[config.mk]
export PLATFORM = sky130hd
export DESIGN_NAME = router_ingress_fifo_flat
export DESIGN_NICKNAME = d
export VERILOG_FILES = /design/src/rtl/router_ingress_fifo_if.sv /design/src/rtl/router_ingress_fifo.sv /design/src/flat_wrapper.sv
export SDC_FILE = /design/constraint.sdc
export NUM_CORES = 1
export LEC_CHECK = 0
export CAP_MARGIN = 0
export CORE_MARGIN = 2
export CORE_UTILIZATION = 52
export DETAILED_ROUTE_END_ITERATION = 12
export HOLD_SLACK_MARGIN = 0.02
export PLACE_DENSITY = 0.76
export SLEW_MARGIN = 20
export SYNTH_ARGS = -nofsm -noshare
export SYNTH_HDL_FRONTEND = slang
export SYNTH_SLANG_ARGS = --single-unit
[constraint.sdc]
create_clock -name clk -period 3.5 [get_ports clk]
set_input_delay 0.35 -clock clk [delete_from_list [all_inputs] [get_ports clk]]
set_output_delay 0.35 -clock clk [all_outputs]
set_load 0.02 [all_outputs]
[src/rtl/router_ingress_fifo_if.sv]
// router_ingress_fifo_if: producer-side and router-side signals of the ingress FIFO
//   in_data/in_addr/in_valid -> FIFO, in_ready <- FIFO   (producer handshake)
//   out_ready -> FIFO, din/din_en/addr/count <- FIFO      (router side)
interface router_ingress_fifo_if #(
    parameter int DATA_WIDTH = 32,
    parameter int DEPTH      = 8
);
    logic [DATA_WIDTH-1:0]      in_data;
    logic [1:0]                 in_addr;
    logic                       in_valid;
    logic                       in_ready;
    logic                       out_ready;
    logic [DATA_WIDTH-1:0]      din;
    logic                       din_en;
    logic [1:0]                 addr;
    logic [$clog2(DEPTH):0]     count;

    modport master (
        output in_data, in_addr, in_valid, out_ready,
        input  in_ready, din, din_en, addr, count
    );

    modport slave (
        input  in_data, in_addr, in_valid, out_ready,
        output in_ready, din, din_en, addr, count
    );
endinterface

[src/rtl/router_ingress_fifo.sv]
// router_ingress_fifo: show-ahead FIFO of {addr, data} words feeding the 4-port address router
//   clk    : single clock, rising edge
//   resetn : asynchronous active-low reset
//   bus    : slave side of router_ingress_fifo_if (producer handshake in, router head out)
module router_ingress_fifo #(
    parameter int DATA_WIDTH = 32,
    parameter int DEPTH      = 8
) (
    input logic                  clk,
    input logic                  resetn,
    router_ingress_fifo_if.slave bus
);
    localparam int AW = $clog2(DEPTH);
    localparam int CW = AW + 1;

    logic [DATA_WIDTH+1:0] mem [DEPTH];
    logic [AW-1:0]         rd_ptr;
    logic [AW-1:0]         wr_ptr;
    logic [CW-1:0]         count_q;
    logic                  push;
    logic                  pop;

    // Outputs depend only on registered state, so in_valid/out_ready never reach them combinationally.
    assign bus.in_ready = resetn && (count_q != CW'(DEPTH));
    assign bus.din_en   = count_q != '0;
    assign bus.din      = bus.din_en ? mem[rd_ptr][DATA_WIDTH-1:0] : '0;
    assign bus.addr     = bus.din_en ? mem[rd_ptr][DATA_WIDTH+1:DATA_WIDTH] : '0;
    assign bus.count    = count_q;

    assign push = bus.in_valid && bus.in_ready;
    assign pop  = bus.din_en && bus.out_ready;

    always_ff @(posedge clk or negedge resetn) begin
        if (!resetn) begin
            rd_ptr  <= '0;
            wr_ptr  <= '0;
            count_q <= '0;
        end else begin
            wr_ptr  <= wr_ptr + AW'(push);
            rd_ptr  <= rd_ptr + AW'(pop);
            count_q <= count_q + CW'(push) - CW'(pop);
        end
    end

    // Storage is don't-care after reset, so it carries no reset.
    always_ff @(posedge clk) begin
        if (push) mem[wr_ptr] <= {bus.in_addr, bus.in_data};
    end
endmodule

[src/flat_wrapper.sv]
// flat-port wrapper written by rule: the top's interface ports become plain ports
module router_ingress_fifo_flat 
#(
    parameter int DATA_WIDTH = 32,
    parameter int DEPTH      = 8
)
  (clk, resetn, bus_in_data, bus_in_addr, bus_in_valid, bus_out_ready, bus_in_ready, bus_din, bus_din_en, bus_addr, bus_count);
  router_ingress_fifo_if #(.DATA_WIDTH(DATA_WIDTH), .DEPTH(DEPTH)) bus_i ();
  input logic clk;
  input logic resetn;
  input wire logic [$bits(bus_i.in_data)-1:0] bus_in_data;
  input wire logic [$bits(bus_i.in_addr)-1:0] bus_in_addr;
  input wire logic [$bits(bus_i.in_valid)-1:0] bus_in_valid;
  input wire logic [$bits(bus_i.out_ready)-1:0] bus_out_ready;
  output wire logic [$bits(bus_i.in_ready)-1:0] bus_in_ready;
  output wire logic [$bits(bus_i.din)-1:0] bus_din;
  output wire logic [$bits(bus_i.din_en)-1:0] bus_din_en;
  output wire logic [$bits(bus_i.addr)-1:0] bus_addr;
  output wire logic [$bits(bus_i.count)-1:0] bus_count;
  assign bus_i.in_data = bus_in_data;
  assign bus_i.in_addr = bus_in_addr;
  assign bus_i.in_valid = bus_in_valid;
  assign bus_i.out_ready = bus_out_ready;
  assign bus_in_ready = bus_i.in_ready;
  assign bus_din = bus_i.din;
  assign bus_din_en = bus_i.din_en;
  assign bus_addr = bus_i.addr;
  assign bus_count = bus_i.count;
  router_ingress_fifo #(.DATA_WIDTH(DATA_WIDTH), .DEPTH(DEPTH)) u_core (.clk(clk), .resetn(resetn), .bus(bus_i));
endmodule
* Word level (Yosys, flattened, before mapping)
Memory sizes are Yosys's and may differ from the RTL's.
Index checks and enable logic that the tools add are counted.
W data, S select, Z words.
** Word-level totals
- RAM bits :: 272
- Flip-flop bits (word level) :: 10
- Output and inout bits :: 40
- Memories kept :: 1
** Cells by class
- Reductions and logical operators :: 4
- Add/subtract/negate cells :: 4
- Multiplexer cells :: 4
- Equal/unequal tests :: 1
** Memory list
- u_core.mem :: depth 8, width 34, rd ports 1, clocked after Yosys merged registers in 0, wr ports 1, line router_ingress_fifo.sv:16 : logic [DATA_WIDTH+1:0] mem [DEPTH];
** Operator list (count)
- $mux W32 :: 1
- $add A3 B1 Y3 :: 2
- $add A4 B1 Y4 :: 1
- $ne A4 B4 Y1 const B :: 1
- $reduce_bool A4 Y1 :: 1
- $sub A4 B1 Y4 :: 1
- $logic_and A1 B1 Y1 :: 3
- $mux W1 :: 2
- $mux W2 :: 1

* Depth between registers and ports, before layout
Gate-level depths: netlist (run 1).
- Depth after elaboration :: 5
- Depth in mapped cells :: 10
- Depth with buffers taken out :: 10

* Worst setup path before layout (run 1)
No wires, ideal clock.
- Path kind :: reg-to-reg
- Start point :: reg u_core.count_q[2] (netlist: u_core.bus.count[2])
- End point :: mem u_core.mem[1][0] (netlist bit) (enable)
- Data arrival time :: 3447 ps
- Library setup time :: 468 ps
- Data required time :: 3032 ps
- Buffers on the path :: 0
- Stages on the path, launching flop included :: 6
- Clock period less this slack :: 3915 ps
- Path slack :: -415 ps
- Cell sequence :: dfrtp_1 > inv_1 > ha_1 > or3b_2 > nand4_1 > nor3_1
** Between the ends
- Cells in the longest elaborated chain, start to end :: 5
** RTL lines
- from (decl) :: line router_ingress_fifo.sv:19 : logic [CW-1:0] count_q;
- from (signal assigned) :: line router_ingress_fifo.sv:41 : count_q <= count_q + CW'(push) - CW'(pop);
- $ne A4 B4 Y1 :: line router_ingress_fifo.sv:24 : assign bus.in_ready = resetn && (count_q != CW'(DEPTH));
- $logic_and A1 B1 Y1 :: line router_ingress_fifo.sv:24
- $logic_and A1 B1 Y1 :: line router_ingress_fifo.sv:30 : assign push = bus.in_valid && bus.in_ready;
- $mux W1 :: line router_ingress_fifo.sv:47 : if (push) mem[wr_ptr] <= {bus.in_addr, bus.in_data};
- $mux W1 (not written as such) :: line router_ingress_fifo.sv:47
- to (decl) :: line router_ingress_fifo.sv:16
Every way passes these cells.

* Final worst setup path (run 1)
- Start point :: reg u_core.rd_ptr[0]
- End point :: out bus_din[2]
** Between the ends
- Cells in the longest elaborated chain, start to end :: 2
** RTL lines
- from (decl) :: line router_ingress_fifo.sv:17 : logic [AW-1:0] rd_ptr;
- from (signal assigned) :: line router_ingress_fifo.sv:40 : rd_ptr <= rd_ptr + AW'(pop);
- $mem_v2 Z8 W34
- $mux W32 :: line router_ingress_fifo.sv:26 : assign bus.din = bus.din_en ? mem[rd_ptr][DATA_WIDTH-1:0] : '0;
- to (decl) :: line flat_wrapper.sv:16 : output wire logic [$bits(bus_i.din)-1:0] bus_din;
Every way passes these cells.

==> results of run 1 <==
==> metal layers <==
metal	up-vias	global-route usage, %	wire length, um
met4	0	5.58	373
met3	27	3.55	1830
met5	-	0	0
li1	2143	-	-
met1	2560	26.8	7750
met2	195	32.7	10500
==> power by group through the flow <==
stage	Sequential, mW	Clock, mW	Combinational, mW
final	4.23	2.79	3.71
after global routing	4.27	2.98	3.96
after CTS	4.24	2.85	3.77
after detailed placement	4.31	0	3.74
after global placement	4.28	0	3.69
after floorplan	4.21	0	2.43
==> metrics by stage <==
| stage | worst slack [ns] | cell area, um2 |
|---|---|---|
| after floorplan | 0.487 | 10800 |
| after global placement | 0.726 | 12000 |
| after detailed placement | 0.717 | 12000 |
| after CTS | 0.112 | 12900 |
| after global routing | 0.0122 | 12900 |
| final | 0.181 | 12900 |
==> registers in the layout, indices dropped and copies added, names as in the netlist <==
| signal | count |
|---|---|
| u_core.wr_ptr | 3 |
| u_core.bus.count | 4 |
| u_core.rd_ptr | 3 |
| u_core.mem | 272 |
==> path summary, 6_finish.rpt <==
kind,to,start,depth (start not counted)
max,bus_din[2],u_core.rd_ptr[0],4
min,u_core.wr_ptr[2],resetn,1
max reg2reg,u_core.mem[0][31],u_core.bus.count[2],6
min reg2reg,u_core.wr_ptr[0],u_core.wr_ptr[0],1
max in group asynchronous,u_core.rd_ptr[0],resetn,2
min in group clk,u_core.wr_ptr[0],u_core.wr_ptr[0],1
==> layout make-up <==
class | count | area, um2
clock buffers | 34 | 723
clock inverters | 18 | 146
fillers | 1308 | 7350
inverters | 9 | 33.8
multi-input cells | 139 | 2210
flip-flops and latches | 282 | 8420
well taps | 270 | 338
repair buffers | 99 | 1010
==> logic make-up (layout without fill, tap and decap cells) <==
group                      count (synthesis)  in the layout  share of synthesized area [%]
AOI/OAI and AO/OA                         36             36                           2.89
and+or+nand+nor                           20             20                           1.01
xor gates and xnor gates                   4              4                          0.326
adders and majority gates                 11             11                           1.35
DFF                                      282            282                           78.4
buffers and inverters                     32            160                           1.78
muxes                                     68             68                           14.3
==> placed cells by master (no fill, tap or decap), types with 7 or more instances in the layout <==
cell,synthesis,final
clkdlybuf4s50_1,0,77
dfrtp_1,10,8
a22o_1,34,34
nor2_4,0,7
buf_4,2,16
clkinv_1,0,7
clkinv_2,0,7
edfxtp_1,272,272
inv_1,9,9
clkbuf_16,0,28
ha_1,10,10
mux4_2,68,68
==> flow_metrics.tcl, run 1 <==
set metrics [dict create \
    maxSlewHeadroom_pct 59.2 \
    yosys.area.top_type_share_pct 76.0 \
    drv_slew 0 \
    syn_to_final_growth_pct 20.0 \
    p_leak_nw 4.21 \
    final_cells 851 \
    maxCapViolCount 0 \
    die_x_um 148 \
    post_cts_buffers 0 \
    path_max_fanout 23 \
    slowest_stage "dfrtp_4" \
    ctsResizeCount 0 \
    vdd_drop_max_mv 0.591 \
    yosys-top-cells-count "272 x edfxtp_1, 68 x mux4_2, 34 x a22o_1" \
    finalPower_mw 10.7 \
    dr.pass1.iters 4 \
    via_per_inst 5.79 \
    cp-start-kind "register" \
    clockPowerShare_pct 26.0 \
    synth-seq-cells 282 \
    worst_slew_pin_slew_ns 0.612 \
    drtAntennaViolNets 0 \
    grt_max_degree 42 \
    worstPathCellList "buf_4 -> mux4_2 -> a22o_1 -> clkdlybuf4s50_1" \
    clk_latency_ns 0.53 \
    r2r_setup_slack_ns 1.02 \
    htree_levels 1 \
    synthCells 453 \
    syn_area_per_cell_um2 23.7 \
    n_antenna_cell 0 \
    pwr-share-comb_pct 34.6 \
    cts_tree "done" \
    cts_made_buffers 28 \
    drive_above_1_share_pct 24.4 \
    status "complete, no violations" \
    die-area_um2 21800 \
    synth_ff_type "edfxtp_1" \
    netlist_area_um2 10700 \
    min_path_type "in2async" \
    synthTopCellsByArea "edfxtp_1 76%, mux4_2 14%, a22o_1 2.8%, dfrtp_1 2.3%, ha_1 1.2%" \
    synth-edff-count 272 \
    cpLargestDelayFamily "buffers and inverters" \
    vias 4925 \
    start_util_pct 53.1 \
    routed_wirelength_um 20500 \
    cp.arrival_ns 2.97 \
    clk_pin_slew_ns 0.06 \
    ys.warnings.count 0 \
    async_reset_ff_share_pct 3.55 \
    place.gp.congestion 0.761 \
    rsz0062_at_grt "no" \
    core_area_um2 20200 \
    yosysUniqueCellTypes 27 \
    switching_share_pct 30.1 \
    antenna_found_initial 0 \
    ys_seq_area_share_pct 78.4 \
    cp.required_ns 3.15 \
    whs_ns 0.0681 \
    num_rows 52 \
    worstSetupPathType "reg2out" \
    slowest_delay_ns 0.72 \
    nets 608 \
    numPortBuffers 77 \
    internal-power_mw 7.51 \
    fmax_ghz 0.301 \
    syn-num-nets 502 \
    endpoint_kind "output pin" \
    cts_buffer_depth 3 \
    min_period_ns 3.32 \
    yosys.area.top_type "edfxtp_1" \
    ios 78 \
    grt_pass1_vias 5417 \
    powerDensity_nw_per_um2 833 \
    postCtsHoldBufs 0 \
    dpl.cell_count 799 \
    path_buf_inv 2 \
    synth_most_common_cell "edfxtp_1" \
    grt-ovfl-total 0 \
    final_core_util_pct 63.7 \
    switching_power_mw 3.23 \
    hold_violations 0 \
    clock_skew_ns 0.0160 \
    clock_sinks 282 \
    setup_tns_ns 0 \
    grt_usage_pct 19.5 \
    cts_root_buffer "clkbuf_16" \
    hpwl_um 11300 \
    drc 0 \
    wire_per_inst_um 24.0 \
    drt_iter0_drc 361 \
    grt_pass1_wl_um 31700 \
    p_seq_share_pct 39.4 \
    die_h_um 148 \
    finalCritPeriodShare_pct 94.8 \
    setup-violations-final 0 \
]
(Power assumes the default switching activity.)
==> run 2, diff against run 1 <==
--- a/config.mk
+++ b/config.mk
@@ -7,8 +7,9 @@
 export LEC_CHECK = 0
 export CAP_MARGIN = 0
 export CORE_MARGIN = 2
-export CORE_UTILIZATION = 52
+export CORE_UTILIZATION = 57
 export DETAILED_ROUTE_END_ITERATION = 12
+export DONT_BUFFER_PORTS = 1
 export HOLD_SLACK_MARGIN = 0.02
 export PLACE_DENSITY = 0.76
 export SLEW_MARGIN = 20
==> run 2 against run 1 <==
Compared with the run above: die area decreased by 8.5%; flip-flop and latch count unchanged; worst hold slack improved by 0.13 ns; worst setup slack improved by 0.38 ns; global-route usage increased by 1.1 points; largest cell class unchanged; highest routed layer unchanged.
==> flow_metrics.tcl, run 2 (synthesis gave the netlist of run 1 again) <==
set metrics [dict create \
    status "complete, no violations" \
    grt_max_degree 35 \
    fmax_ghz 0.340 \
    hpwl_um 10700 \
    die-area_um2 20000 \
    reg2reg_from "u_core.bus.count[2]" \
    drt_iter0_drc 438 \
    powerDensity_nw_per_um2 818 \
    place_area_um2 11200 \
    grt_pass1_wl_um 30600 \
    cp.required_ns 3.15 \
    clk_latency_ns 0.52 \
    hold_start "bus_out_ready" \
    pre_cts_ws_ns 0.999 \
    die_x_um 141 \
    wire_per_inst_um 26.3 \
    cts_made_buffers 27 \
    min_path_type "in2reg" \
    crit_path_start "u_core.bus.count[2]" \
    cts_buffer_depth 3 \
    dr.pass1.iters 5 \
    place.gp.congestion 0.730 \
    p_leak_nw 4.05 \
    core_area_um2 18600 \
    antenna_found_initial 1 \
    worstSetupPathType "reg2out" \
    path_max_fanout 34 \
    grt_usage_pct 20.6 \
    die_h_um 141 \
    numPortBuffers 0 \
    drtAntennaViolNets 0 \
    cts_root_buffer "clkbuf_16" \
    largest_reg_flops 272 \
    start_util_pct 57.8 \
    holdPathStages 2 \
    maxCapViolCount 0 \
    fin_area_um2 12500 \
    clock_skew_ns 0.0136 \
    via_per_inst 6.25 \
    min_period_ns 2.94 \
    endpoint_kind "output pin" \
    setup-violations-final 0 \
    final_common_cell "edfxtp_1" \
    maxSlewHeadroom_pct 53.7 \
    htree_levels 1 \
    cp.arrival_ns 2.59 \
    ios 78 \
    cts_tree "done" \
    r2r_setup_slack_ns 1.01 \
    setup_tns_ns 0 \
    grt_pass1_vias 5172 \
    regToRegEndpoint "u_core.bus.count[1]" \
    holdPathEnd "u_core.rd_ptr[0]" \
    rsz0062_at_grt "no" \
    worst_slew_pin_slew_ns 0.694 \
    nets 560 \
    slowest_stage "dfrtp_1" \
    routed_wirelength_um 20100 \
    clock_sinks 282 \
    final_core_util_pct 67.1 \
    worst_slack_ns 0.563 \
    worstRegToRegCells 11 \
    critPathMostFrequentCell "buf_4" \
    drive_above_1_share_pct 25.8 \
    slowest_delay_ns 0.46 \
    cp-start-kind "register" \
    drv_slew 0 \
    regMostFlops "u_core.mem" \
    drc 0 \
    ctsResizeCount 0 \
    num_rows 50 \
    grt-ovfl-total 0 \
    vdd_drop_max_mv 0.587 \
    vias 4790 \
    hold_violations 0 \
    syn_to_final_growth_pct 16.0 \
    final_cell_mix "272 x edfxtp_1, 68 x mux4_2, 35 x dlygate4sd3_1, 34 x a22o_1, 27 x clkbuf_16" \
    clk_pin_slew_ns 0.06 \
    worstPathCellList "inv_1 -> ha_1 -> nor3b_1 -> buf_4 -> nor2b_4 -> buf_4 -> a22o_1" \
    finalCritPeriodShare_pct 83.9 \
]
## run 2: power breakdown
part	internal (mW)	switching, mW	total (mW)
combinational	1.27	1.65	2.92
clock	1.78	1.14	2.92
sequential	4.03	0.321	4.35
## run 2: how the worst max path moves through the flow
stage               cells after the start             endpoint
detailed placement                     11  u_core.bus.count[1]
global placement                        6    u_core.mem[5][21]
CTS                                     7           bus_din[3]
finish                                  7           bus_din[3]
global route                            7           bus_din[3]
floorplan                               5     u_core.mem[7][0]
## run 2: what timing repair did
action / CTS / global route
hold buffers: 35 / 0
buffers inserted: 0 / 0
endpoints found under the hold margin: 282 / 0
## run 2: critical path: cells and delay by family, from the launching register on
kind	cells	cell delay, ns
and+or+nand+nor	2	0.23
DFF	1	0.46
AOI/OAI and AO/OA	1	0.42
buffers and inverters	3	0.75
adders and majority gates	1	0.20
## run 2: per-layer routing
metal	vias to the layer above	part of all wire (%)	wire length (um)	global-route usage, %
met5	-	0	0	0
met4	0	1.3	252	5.00
met3	26	7.1	1440	4.05
met2	181	52	10500	35.4
met1	2530	39	7950	28.0
li1	2053	-	-	-
## run 2: layout make-up
type	instances	area [um2]
antenna	1	2.50
fill	1110	6120
timing repair buffer	52	591
tap	234	293
clock inverter	16	206
clock buffer	33	698
sequential	282	8420
multi-input combinational	139	2210
inverter	9	33.8
## run 2: metrics by stage
stage / total power [mW] / hold slack (ns) / std cells
finish: 10.2 / 0.193 / 766
floorplan: 6.64 / 0.0544 / 453
global route: 10.6 / 0.188 / 766
global placement: 7.25 / 0.0547 / 681
detailed placement: 7.32 / 0.0547 / 681
CTS: 10.3 / 0.178 / 765
